$ cat config.mk
export PLATFORM = sky130hd
export DESIGN_NAME = pmod_als_responder
export DESIGN_NICKNAME = d
export VERILOG_FILES = /design/src/rtl/pmod_als_pkg.sv /design/src/rtl/spi_sync_edge.sv /design/src/rtl/pmod_als_responder.sv
export SDC_FILE = /design/constraint.sdc
export NUM_CORES = 1
export LEC_CHECK = 0
export CAP_MARGIN = 20
export CORE_ASPECT_RATIO = 0.9
export CORE_UTILIZATION = 53
export DETAILED_ROUTE_END_ITERATION = 12
export PLACE_DENSITY = 0.78
export SYNTH_ARGS = -nofsm -noshare
export SYNTH_HDL_FRONTEND = slang
export SYNTH_SLANG_ARGS = --single-unit
$ cat constraint.sdc
create_clock -name clk_100Mhz_pi -period 2.35 [get_ports clk_100Mhz_pi]
set_input_delay 0.5875 -clock clk_100Mhz_pi [delete_from_list [all_inputs] [get_ports clk_100Mhz_pi]]
set_output_delay 0.5875 -clock clk_100Mhz_pi [all_outputs]
set_load 0.02 [all_outputs]
$ cat src/rtl/pmod_als_pkg.sv
// ---------------------------------------------------------------------------
// pmod_als_pkg
// Shared types and constants for the PmodALS (ADC081S021 frame format)
// responder.
//   state_t      : responder FSM states
//   *_DEF        : default frame geometry used by the responder parameters
//   build_frame  : places a light sample into the serial frame word
// ---------------------------------------------------------------------------
package pmod_als_pkg;

  localparam int DATA_W_DEF     = 8;
  localparam int LEAD_ZEROS_DEF = 3;
  localparam int FRAME_BITS_DEF = 16;

  typedef enum logic [1:0] {
    IDLE  = 2'd0,
    SHIFT = 2'd1,
    DONE  = 2'd2
  } state_t;

  // Frame word = {LEAD_ZEROS zeros, sample, zero pad}, MSB first on the wire.
  function automatic logic [FRAME_BITS_DEF-1:0] build_frame(
    input logic [DATA_W_DEF-1:0] sample
  );
    logic [FRAME_BITS_DEF-1:0] word;
    word = {FRAME_BITS_DEF{1'b0}};
    word[FRAME_BITS_DEF-1-LEAD_ZEROS_DEF -: DATA_W_DEF] = sample;
    return word;
  endfunction

endpackage

$ cat src/rtl/spi_sync_edge.sv
// ---------------------------------------------------------------------------
// spi_sync_edge
// Brings an asynchronous SPI line into the clk domain through SYNC_STAGES
// flops and produces registered one-cycle rise/fall pulses. A change on din
// shows up on rise/fall SYNC_STAGES+1 clocks later.
// Ports:
//   clk   in  system clock
//   rst   in  synchronous reset, active-high
//   din   in  asynchronous line (cs or sck)
//   rise  out one-cycle pulse on a synchronized 0->1 transition
//   fall  out one-cycle pulse on a synchronized 1->0 transition
// IDLE_LEVEL is the reset value of the chain, so leaving reset with the line
// at its idle level produces no edge.
// ---------------------------------------------------------------------------
module spi_sync_edge #(
  parameter int   SYNC_STAGES = 2,
  parameter logic IDLE_LEVEL  = 1'b0
) (
  input  logic clk,
  input  logic rst,
  input  logic din,
  output logic rise,
  output logic fall
);

  logic [SYNC_STAGES-1:0] sync_r;
  logic                   dly_r;
  logic                   rise_r;
  logic                   fall_r;

  // Synchronizer chain, delayed copy of the last stage and edge pulses.
  always_ff @(posedge clk) begin
    if (rst) begin
      sync_r <= {SYNC_STAGES{IDLE_LEVEL}};
      dly_r  <= IDLE_LEVEL;
      rise_r <= 1'b0;
      fall_r <= 1'b0;
    end else begin
      sync_r[0] <= din;
      for (int i = 1; i < SYNC_STAGES; i++) begin
        sync_r[i] <= sync_r[i-1];
      end
      dly_r  <= sync_r[SYNC_STAGES-1];
      rise_r <= sync_r[SYNC_STAGES-1] & ~dly_r;
      fall_r <= ~sync_r[SYNC_STAGES-1] & dly_r;
    end
  end

  assign rise = rise_r;
  assign fall = fall_r;

endmodule

$ cat src/rtl/pmod_als_responder.sv
// ---------------------------------------------------------------------------
// pmod_als_responder
// SPI responder emulating the PmodALS light sensor. On chip-select fall it
// captures a light sample, then shifts the frame {zeros, sample, pad} out on
// MISO, changing MISO only on SCK falling edges so it is stable at SCK rise.
// Ports:
//   clk_100Mhz_pi  in  system clock
//   rst_pi         in  synchronous reset, active-high
//   cs_pi          in  chip select, active-low, asynchronous
//   sck_pi         in  serial clock, idle low, asynchronous
//   sample_pi      in  DATA_W light value to report
//   miso_po        out serial data to master
//   busy_po        out high while a frame is in progress
//   frame_done_po  out one-cycle pulse after a complete frame and cs rise
//   frame_cnt_po   out 16-bit count of completed frames (wraps)
// Build option PMODALS_RAMP_EN: sample_pi is ignored and an internal
// counter, advanced at every completed frame, supplies the sample.
// ---------------------------------------------------------------------------
module pmod_als_responder
  import pmod_als_pkg::*;
#(
  parameter int DATA_W      = DATA_W_DEF,
  parameter int LEAD_ZEROS  = LEAD_ZEROS_DEF,
  parameter int FRAME_BITS  = FRAME_BITS_DEF,
  parameter int SYNC_STAGES = 2
) (
  input  logic              clk_100Mhz_pi,
  input  logic              rst_pi,
  input  logic              cs_pi,
  input  logic              sck_pi,
  input  logic [DATA_W-1:0] sample_pi,
  output logic              miso_po,
  output logic              busy_po,
  output logic              frame_done_po,
  output logic [15:0]       frame_cnt_po
);

  localparam int CNT_W = $clog2(FRAME_BITS + 1);

  logic cs_rise_s;
  logic cs_fall_s;
  logic sck_rise_s;
  logic sck_fall_s;

  state_t                  state_r;
  state_t                  state_s;
  logic [CNT_W-1:0]        bit_cnt_r;
  logic [CNT_W-1:0]        bit_cnt_s;
  logic [FRAME_BITS-1:0]   shift_r;
  logic [FRAME_BITS-1:0]   shift_s;
  logic [FRAME_BITS-1:0]   frame_s;
  logic                    miso_r;
  logic                    miso_s;
  logic                    busy_r;
  logic                    busy_s;
  logic                    done_r;
  logic                    done_s;
  logic [15:0]             frame_cnt_r;
  logic [15:0]             frame_cnt_s;
  logic [DATA_W-1:0]       sample_s;

  // cs idles high, so its chain resets high to avoid a false fall.
  spi_sync_edge #(
    .SYNC_STAGES (SYNC_STAGES),
    .IDLE_LEVEL  (1'b1)
  ) u_cs_edge (
    .clk  (clk_100Mhz_pi),
    .rst  (rst_pi),
    .din  (cs_pi),
    .rise (cs_rise_s),
    .fall (cs_fall_s)
  );

  spi_sync_edge #(
    .SYNC_STAGES (SYNC_STAGES),
    .IDLE_LEVEL  (1'b0)
  ) u_sck_edge (
    .clk  (clk_100Mhz_pi),
    .rst  (rst_pi),
    .din  (sck_pi),
    .rise (sck_rise_s),
    .fall (sck_fall_s)
  );

`ifdef PMODALS_RAMP_EN
  logic [DATA_W-1:0] ramp_r;

  // Ramp sample source: advances once per completed frame.
  always_ff @(posedge clk_100Mhz_pi) begin
    if (rst_pi) begin
      ramp_r <= {DATA_W{1'b0}};
    end else if (done_s) begin
      ramp_r <= ramp_r + {{(DATA_W-1){1'b0}}, 1'b1};
    end else begin
      ramp_r <= ramp_r;
    end
  end

  assign sample_s = ramp_r;
`else
  assign sample_s = sample_pi;
`endif

  assign frame_s = build_frame(sample_s);

  // State and output registers.
  always_ff @(posedge clk_100Mhz_pi) begin
    if (rst_pi) begin
      state_r     <= IDLE;
      bit_cnt_r   <= {CNT_W{1'b0}};
      shift_r     <= {FRAME_BITS{1'b0}};
      miso_r      <= 1'b0;
      busy_r      <= 1'b0;
      done_r      <= 1'b0;
      frame_cnt_r <= 16'h0000;
    end else begin
      state_r     <= state_s;
      bit_cnt_r   <= bit_cnt_s;
      shift_r     <= shift_s;
      miso_r      <= miso_s;
      busy_r      <= busy_s;
      done_r      <= done_s;
      frame_cnt_r <= frame_cnt_s;
    end
  end

  // Next-state and next-output logic.
  always_comb begin
    state_s     = state_r;
    bit_cnt_s   = bit_cnt_r;
    shift_s     = shift_r;
    miso_s      = miso_r;
    busy_s      = busy_r;
    done_s      = 1'b0;
    frame_cnt_s = frame_cnt_r;

    case (state_r)
      IDLE: begin
        if (cs_fall_s) begin
          shift_s   = frame_s;
          bit_cnt_s = {CNT_W{1'b0}};
          miso_s    = frame_s[FRAME_BITS-1];
          busy_s    = 1'b1;
          state_s   = SHIFT;
        end else begin
          state_s = IDLE;
        end
      end

      SHIFT: begin
        if (cs_rise_s) begin
          // Abort: no completion pulse, count unchanged.
          bit_cnt_s = {CNT_W{1'b0}};
          miso_s    = 1'b0;
          busy_s    = 1'b0;
          state_s   = IDLE;
        end else if (cs_fall_s) begin
          shift_s   = frame_s;
          bit_cnt_s = {CNT_W{1'b0}};
          miso_s    = frame_s[FRAME_BITS-1];
          busy_s    = 1'b1;
          state_s   = SHIFT;
        end else if (sck_fall_s) begin
          shift_s = {shift_r[FRAME_BITS-2:0], 1'b0};
          miso_s  = shift_r[FRAME_BITS-2];
        end else if (sck_rise_s) begin
          if (bit_cnt_r == CNT_W'(FRAME_BITS - 1)) begin
            bit_cnt_s = CNT_W'(FRAME_BITS);
            miso_s    = 1'b0;
            state_s   = DONE;
          end else begin
            bit_cnt_s = bit_cnt_r + {{(CNT_W-1){1'b0}}, 1'b1};
          end
        end else begin
          state_s = SHIFT;
        end
      end

      DONE: begin
        miso_s = 1'b0;
        if (cs_rise_s) begin
          done_s      = 1'b1;
          frame_cnt_s = frame_cnt_r + 16'h0001;
          bit_cnt_s   = {CNT_W{1'b0}};
          busy_s      = 1'b0;
          state_s     = IDLE;
        end else if (cs_fall_s) begin
          // Missed cs rise: restart without a completion pulse.
          shift_s   = frame_s;
          bit_cnt_s = {CNT_W{1'b0}};
          miso_s    = frame_s[FRAME_BITS-1];
          busy_s    = 1'b1;
          state_s   = SHIFT;
        end else begin
          state_s = DONE;
        end
      end

      default: begin
        bit_cnt_s = {CNT_W{1'b0}};
        miso_s    = 1'b0;
        busy_s    = 1'b0;
        state_s   = IDLE;
      end
    endcase
  end

  assign miso_po       = miso_r;
  assign busy_po       = busy_r;
  assign frame_done_po = done_r;
  assign frame_cnt_po  = frame_cnt_r;

endmodule

==> run metrics, run 1 <==
Syn Area/Cell around 9.0 µm²; detailed router's first-iteration violation count 70; Yosys cell types 49; wire per inst 13.17 µm; crit start category register; outcome finished clean; initial antenna violation count 0; crit end category register; mux contribution to synthesized area 4.676%; Die H 62.30 µm; CTS Hold Bufs 0; sequential-to-total area share from yosys stat 43.02%; fmax slightly above 500 MHz; Clk pin slew, worst setup/hold paths 80 ps; top cell type's share of synthesized area between 40 and 50%; CP Data Required Time 2550 ps; DR vias 1764; largest net degree at the start of global routing 19; Final Max Slew Viols 0; RSZ-0062 raised after global routing false; critical path type reg -> reg; setup slack after layout 374.4 ps; Core Rows 21; vias in the first global route 1597; Max Buffers Root-to-Sink 2; max_slew headroom 58.21%; CTS Root Cell clkbuf_8; Reg2Reg Depth 7; Worst Skew 8.606 ps; simple-gate portion of the synthesized area 25.89%; routed length on met1 2056 µm; Core ar. 0.003784 mm²; crit path DAT 2180 ps; peak supply drop between 400 and 500 µV; Post-synth EDFFs 0; layout cells sized above 1 7.491%; Inserted Diodes 0; worst hold margin 415.4 ps; total gr overflow 0; main flop type after synthesis dfxtp_1; CTS tree done; Mapped Cells 237; post-CTS setup buffers 0; Hold Crit Depth 1; Power Dens Cells 534.1 mW/mm²; FFs w/ async S/R, synth 0%; width of the die between 60 and 70 µm; global-route wire length before repair 6962 µm; setup TNS 0 ps; 1st-pass router iterations 5; routed vias/inst approximately 5.6; Post-Syn Area 0.002141 mm²; hpwl dp between 2000 and 3000 µm; #FFs+latches synth 46; Routability Congestion 0.7900; top cells by count, synth dfxtp_1 (46), nand2_1 (20), nor2_1 (17), a21oi_1 (13), mux2i_1 (10); synth warn 0; largest cells by area after synthesis dfxtp_1 (43%), mux2i_1 (4.7%), ha_1 (4.1%), nand2_1 (3.5%), a21oi_1 (3.0%); post-synth top area cell dfxtp_1; Final ANT Viol Nets 0; main combinational cell family by area after synthesis simple AND/OR/NAND/NOR gates; Final Cycle Share approximately 84%; DRT Wirelength 4121 µm; pre-CTS setup slack 228.6 ps; area grow syn2layout 19.40%; # port buffers 30; DRC violations left 0; total of max-cap violations 0; Synth Area in XOR/XNOR 4.091%; CTS-repair resized insts 0; CTS H-tree depth 2; total chip power between 1000 and 1500 µW; Worst-Margin Slew 626.9 ps; total CTS buffers 5; IO Count 31; GRT Total Usage 20.83%; Initial Util 56.58%; Routed met3 length 135 µm; Post-Synth Adder-Cell Area under 10%; crit path time final between 1500 and 2000 ps; TritonCTS Sinks 46; count leader, synth dfxtp_1; leakage around 0.00097 µW; setup violators final 0; Crit Path Max Fanout 5; Syn Nets 256; Hold Crit Class reg -> reg; DIE AREA 0.004298 mm²; post-synthesis compound-gate area fraction 13.85%; WL met2 1893 µm; Hold Fails Final Rpt 0; top sig layer met4; fillcell total 330; Final Net Count 285; Worst-Skew Late Latency 290 ps
[report_power, final]
| part | switching, µW | internal (µW) | total [µW] |
|---|---|---|---|
| Combinational | 40.4 | 41.6 | 82.1 |
| Sequential | 7.66 | 789 | 797 |
| Clock | 249 | 237 | 487 |
[routing by layer]
metal  vias up  track usage (%)
met3         5            4.963
met1       828            27.44
li1        906                -
met4         0            5.357
met5         -                0
met2        25            33.50
[final timing paths]
kind	start	endpoint	slack, ps
hold reg to reg	u_sck_edge.sync_r[1]	u_sck_edge.fall	420
setup reg to reg	bit_cnt_r[0]	bit_cnt_r[3]	370
hold / removal	u_sck_edge.sync_r[1]	u_sck_edge.fall	420
setup / recovery	bit_cnt_r[0]	bit_cnt_r[3]	370
[cells in the final DEF (no fill, tap or decap), drive strengths merged, types with 4 or more instances in the layout]
master         count
a21oi             13
buf                4
clkbuf             7
clkdlybuf4s50     30
dfxtp             46
ha                 7
inv                8
mux2i             10
nand2             20
nand3              9
nand4              6
nor2              18
nor2b              7
o21ai             16
or3                4
or4                7
xor2               7
[state kept, by name (all words and copies together) (netlist names)]
signal and count:
bit_cnt_r 5, busy_po 1, frame_cnt_po 16, frame_done_po 1
miso_po 1, shift_r 10, state_r 2, u_cs_edge.dly_r 1
u_cs_edge.fall 1, u_cs_edge.rise 1, u_cs_edge.sync_r 2, u_sck_edge.dly_r 1
u_sck_edge.fall 1, u_sck_edge.rise 1, u_sck_edge.sync_r 2
[per-stage QoR]
stage                     area (µm²)  instances  util, %
after floorplan                 2141        237        -
after global placement          2465        305    65.15
after detailed placement        2465        305    65.15
after CTS                       2556        313    67.56
after global routing            2556        313    67.56
final                           2556        313    67.56
[layout make-up]
class	count	area (µm²)	share of cell area (%)
multi-input combinational	171	1126	44.05
sequential	46	920.9	36.03
timing repair buffer	34	330.3	12.92
clock buffer	7	86.33	3.377
tap	46	57.56	2.252
inverter	8	30.03	1.175
clock inverter	1	5.005	0.1958
[worst max-delay path, stage by stage, from the launching register on]
cell	delay (ps)
dfxtp_1	360
ha_1	240
and3_1	190
ha_1	240
nor4b_2	320
nand2_1	90
a21o_1	190
a311oi_1	250
[cells by family (layout without fill, tap and decap cells)]
logic type	Yosys count	in the layout
simple gates	96	96
compound gates	48	48
flops	46	46
buf+inv	20	50
xor+xnor	10	10
mux	10	10
fa+ha+maj	7	7
Note: power is estimated with default switching activity, not from simulation.
==> inputs of run 2 (changes only) <==
--- a/config.mk
+++ b/config.mk
@@ -7,9 +7,9 @@
 export LEC_CHECK = 0
 export CAP_MARGIN = 20
 export CORE_ASPECT_RATIO = 0.9
-export CORE_UTILIZATION = 53
+export CORE_UTILIZATION = 48
 export DETAILED_ROUTE_END_ITERATION = 12
-export PLACE_DENSITY = 0.78
+export PLACE_DENSITY = 0.75
 export SYNTH_ARGS = -nofsm -noshare
 export SYNTH_HDL_FRONTEND = slang
 export SYNTH_SLANG_ARGS = --single-unit
==> constraint.sdc (replaced) <==
create_clock -name clk_100Mhz_pi -period 1.64 [get_ports clk_100Mhz_pi]
set_input_delay 0.41 -clock clk_100Mhz_pi [delete_from_list [all_inputs] [get_ports clk_100Mhz_pi]]
set_output_delay 0.41 -clock clk_100Mhz_pi [all_outputs]
set_load 0.02 [all_outputs]
==> run 2 against run 1 <==
The run now ends with negative setup slack left. Cell count up 15%. Non-clock buffer count rose by 34. Clock-buffer cell count is 2 lower. Worst setup slack got worse by 460 ps. Critical path depth is the same.
==> run metrics, run 2 (synthesized netlist as in run 1, its figures left out) <==
CTS tree done; area grow syn2layout 38.75%; Finished Cell Area ~0.003 mm²; multi-input logic area about 0.0013 mm²; Core ar. 0.004184 mm²; layout cells sized above 1 26.25%; peak supply drop around 640 µV; Worst Skew between 10 and 15 ps; IO Count 31; detailed router's first-iteration violation count 91; crit end category register; Worst-Margin Slew 381.8 ps; most used cell, CP ha_4; FF+latch area 933.4 µm²; initial antenna violation count 0; DIE AREA 0.004731 mm²; outcome finished with violations; Final ANT Viol Nets 0; setup slack after layout -81.17 ps; Buf/Inv on CP 0; crit start category register; commonest non-fill, non-tap cell in the layout dfxtp_1; Max Buffers Root-to-Sink 2; width of the die 72.40 µm; CP Data Required Time 1850 ps; slowest CP cell or4b_4; fin util 70.99%; hpwl dp 3474 µm; placed cell count 349; Final Net Count 319; # port buffers 30; total of max-cap violations 0; Clk pin slew, worst setup/hold paths 90 ps; Largest register FFs 16; total gr overflow 0; Post-DP Area around 0.0027 mm²; total CTS buffers 5; fmax 581.0 MHz; commonest cells after routing, fill and taps aside dfxtp_1 (40), buf_4 (38), nand2_1 (20), dlygate4sd2_1 (18), nor2_1 (17); CTS Root Cell clkbuf_8; max_slew headroom 74.55%; GRT Total Usage 22.04%; total chip power 2119 µW; fillcell total 346; CTS H-tree depth 2; Hold Crit Class reg -> reg; largest net degree at the start of global routing 15; routed vias/inst between 5 and 6; Final Cycle Share 104.9%; delay-heaviest family, CP simple AND/OR/NAND/NOR gates; DR vias about 1900; Final Max Slew Viols 0; post-route insts no fill between 300 and 400; Crit Path Max Fanout 4; Hold Fails Final Rpt 0; setup TNS -199.9 ps; violated checks negative setup slack; Power Dens Cells 713.4 mW/mm²; wire per inst 13.51 µm; DRT Wirelength just under 5000 µm; 1st-pass router iterations 4; TritonCTS Sinks 46; Worst-Skew Late Latency 300 ps; critical path type reg -> reg; leakage 0.001280 µW; Cell Chain, Critical Path ha_4, and3_4, ha_4, nand2_1, a31oi_2, or4b_4, o41ai_2; Core Rows 22; vias in the first global route 1877; global-route wire length before repair 8176 µm; CTS Hold Bufs 0; Routability Congestion 0.8639; crit-path max cell delay 500 ps; DRC violations left 0; Inserted Diodes 0; crit path DAT 1930 ps; crit path time final 1721 ps; RSZ-0062 raised after global routing true; Initial Util 51.17%; Die H approximately 65 µm; setup violators final 4
## run 2: cell types whose count changed in the layout (fill, tap and decap cells not counted), sizes merged
cell | before | now
clkdlybuf4s50 | 30 | 11
clkinv | 1 | 2
dlymetal6s2s | 0 | 1
buf | 4 | 38
dlygate4sd2 | 0 | 18
bufinv | 0 | 1
clkbuf | 7 | 5
## run 2: per-layer routing
metal  part of all wire, %  track usage, %
met4                  0.98           7.598
met3                   3.3           4.908
met1                    47           27.48
met2                    49           37.38
met5                     0               0
## run 2: path summary, 6_finish.rpt
check | start | endpoint | slack, ps | cells past startpoint
hold reg to reg | u_sck_edge.dly_r | u_sck_edge.rise | 410 | 1
hold / removal | u_sck_edge.dly_r | u_sck_edge.rise | 410 | 1
setup / recovery | bit_cnt_r[1] | miso_po | -80 | 7
setup reg to reg | bit_cnt_r[1] | miso_po | -80 | 7
## run 2: timing repair
action                                  CTS  global route
gates resized for setup                  39             9
setup buffers                             2             3
endpoints found under the setup margin   32            17
pin swaps                                 6             4
endpoints found under the hold margin     0             0
## run 2: per-stage QoR
| step | hold slack [ps] | worst slack, ps |
|---|---|---|
| final | 410.1 | -81.17 |
| after global routing | 433.9 | -158.7 |
| after detailed placement | 395.3 | -120.9 |
| after floorplan | 383.5 | -15.40 |
| after CTS | 408.3 | -101.7 |
| after global placement | 387.2 | -39.22 |
## run 2: area by class of cell
class	count	area share, %
Clock buffer	5	2.317
Clock inverter	3	1.348
Inverter	8	1.095
Multi-Input combinational cell	171	42.25
Sequential cell	46	31.42
Tap cell	60	2.527
Timing Repair Buffer	68	19.04
## run 2: report_power, final
part | leakage [µW] | switching, µW | total [µW] | internal [µW]
registers | 0.000376 | 11.0 | 1140 | 1130
clock network | 0.0000579 | 377 | 826 | 449
logic | 0.000846 | 70.4 | 155 | 84.2
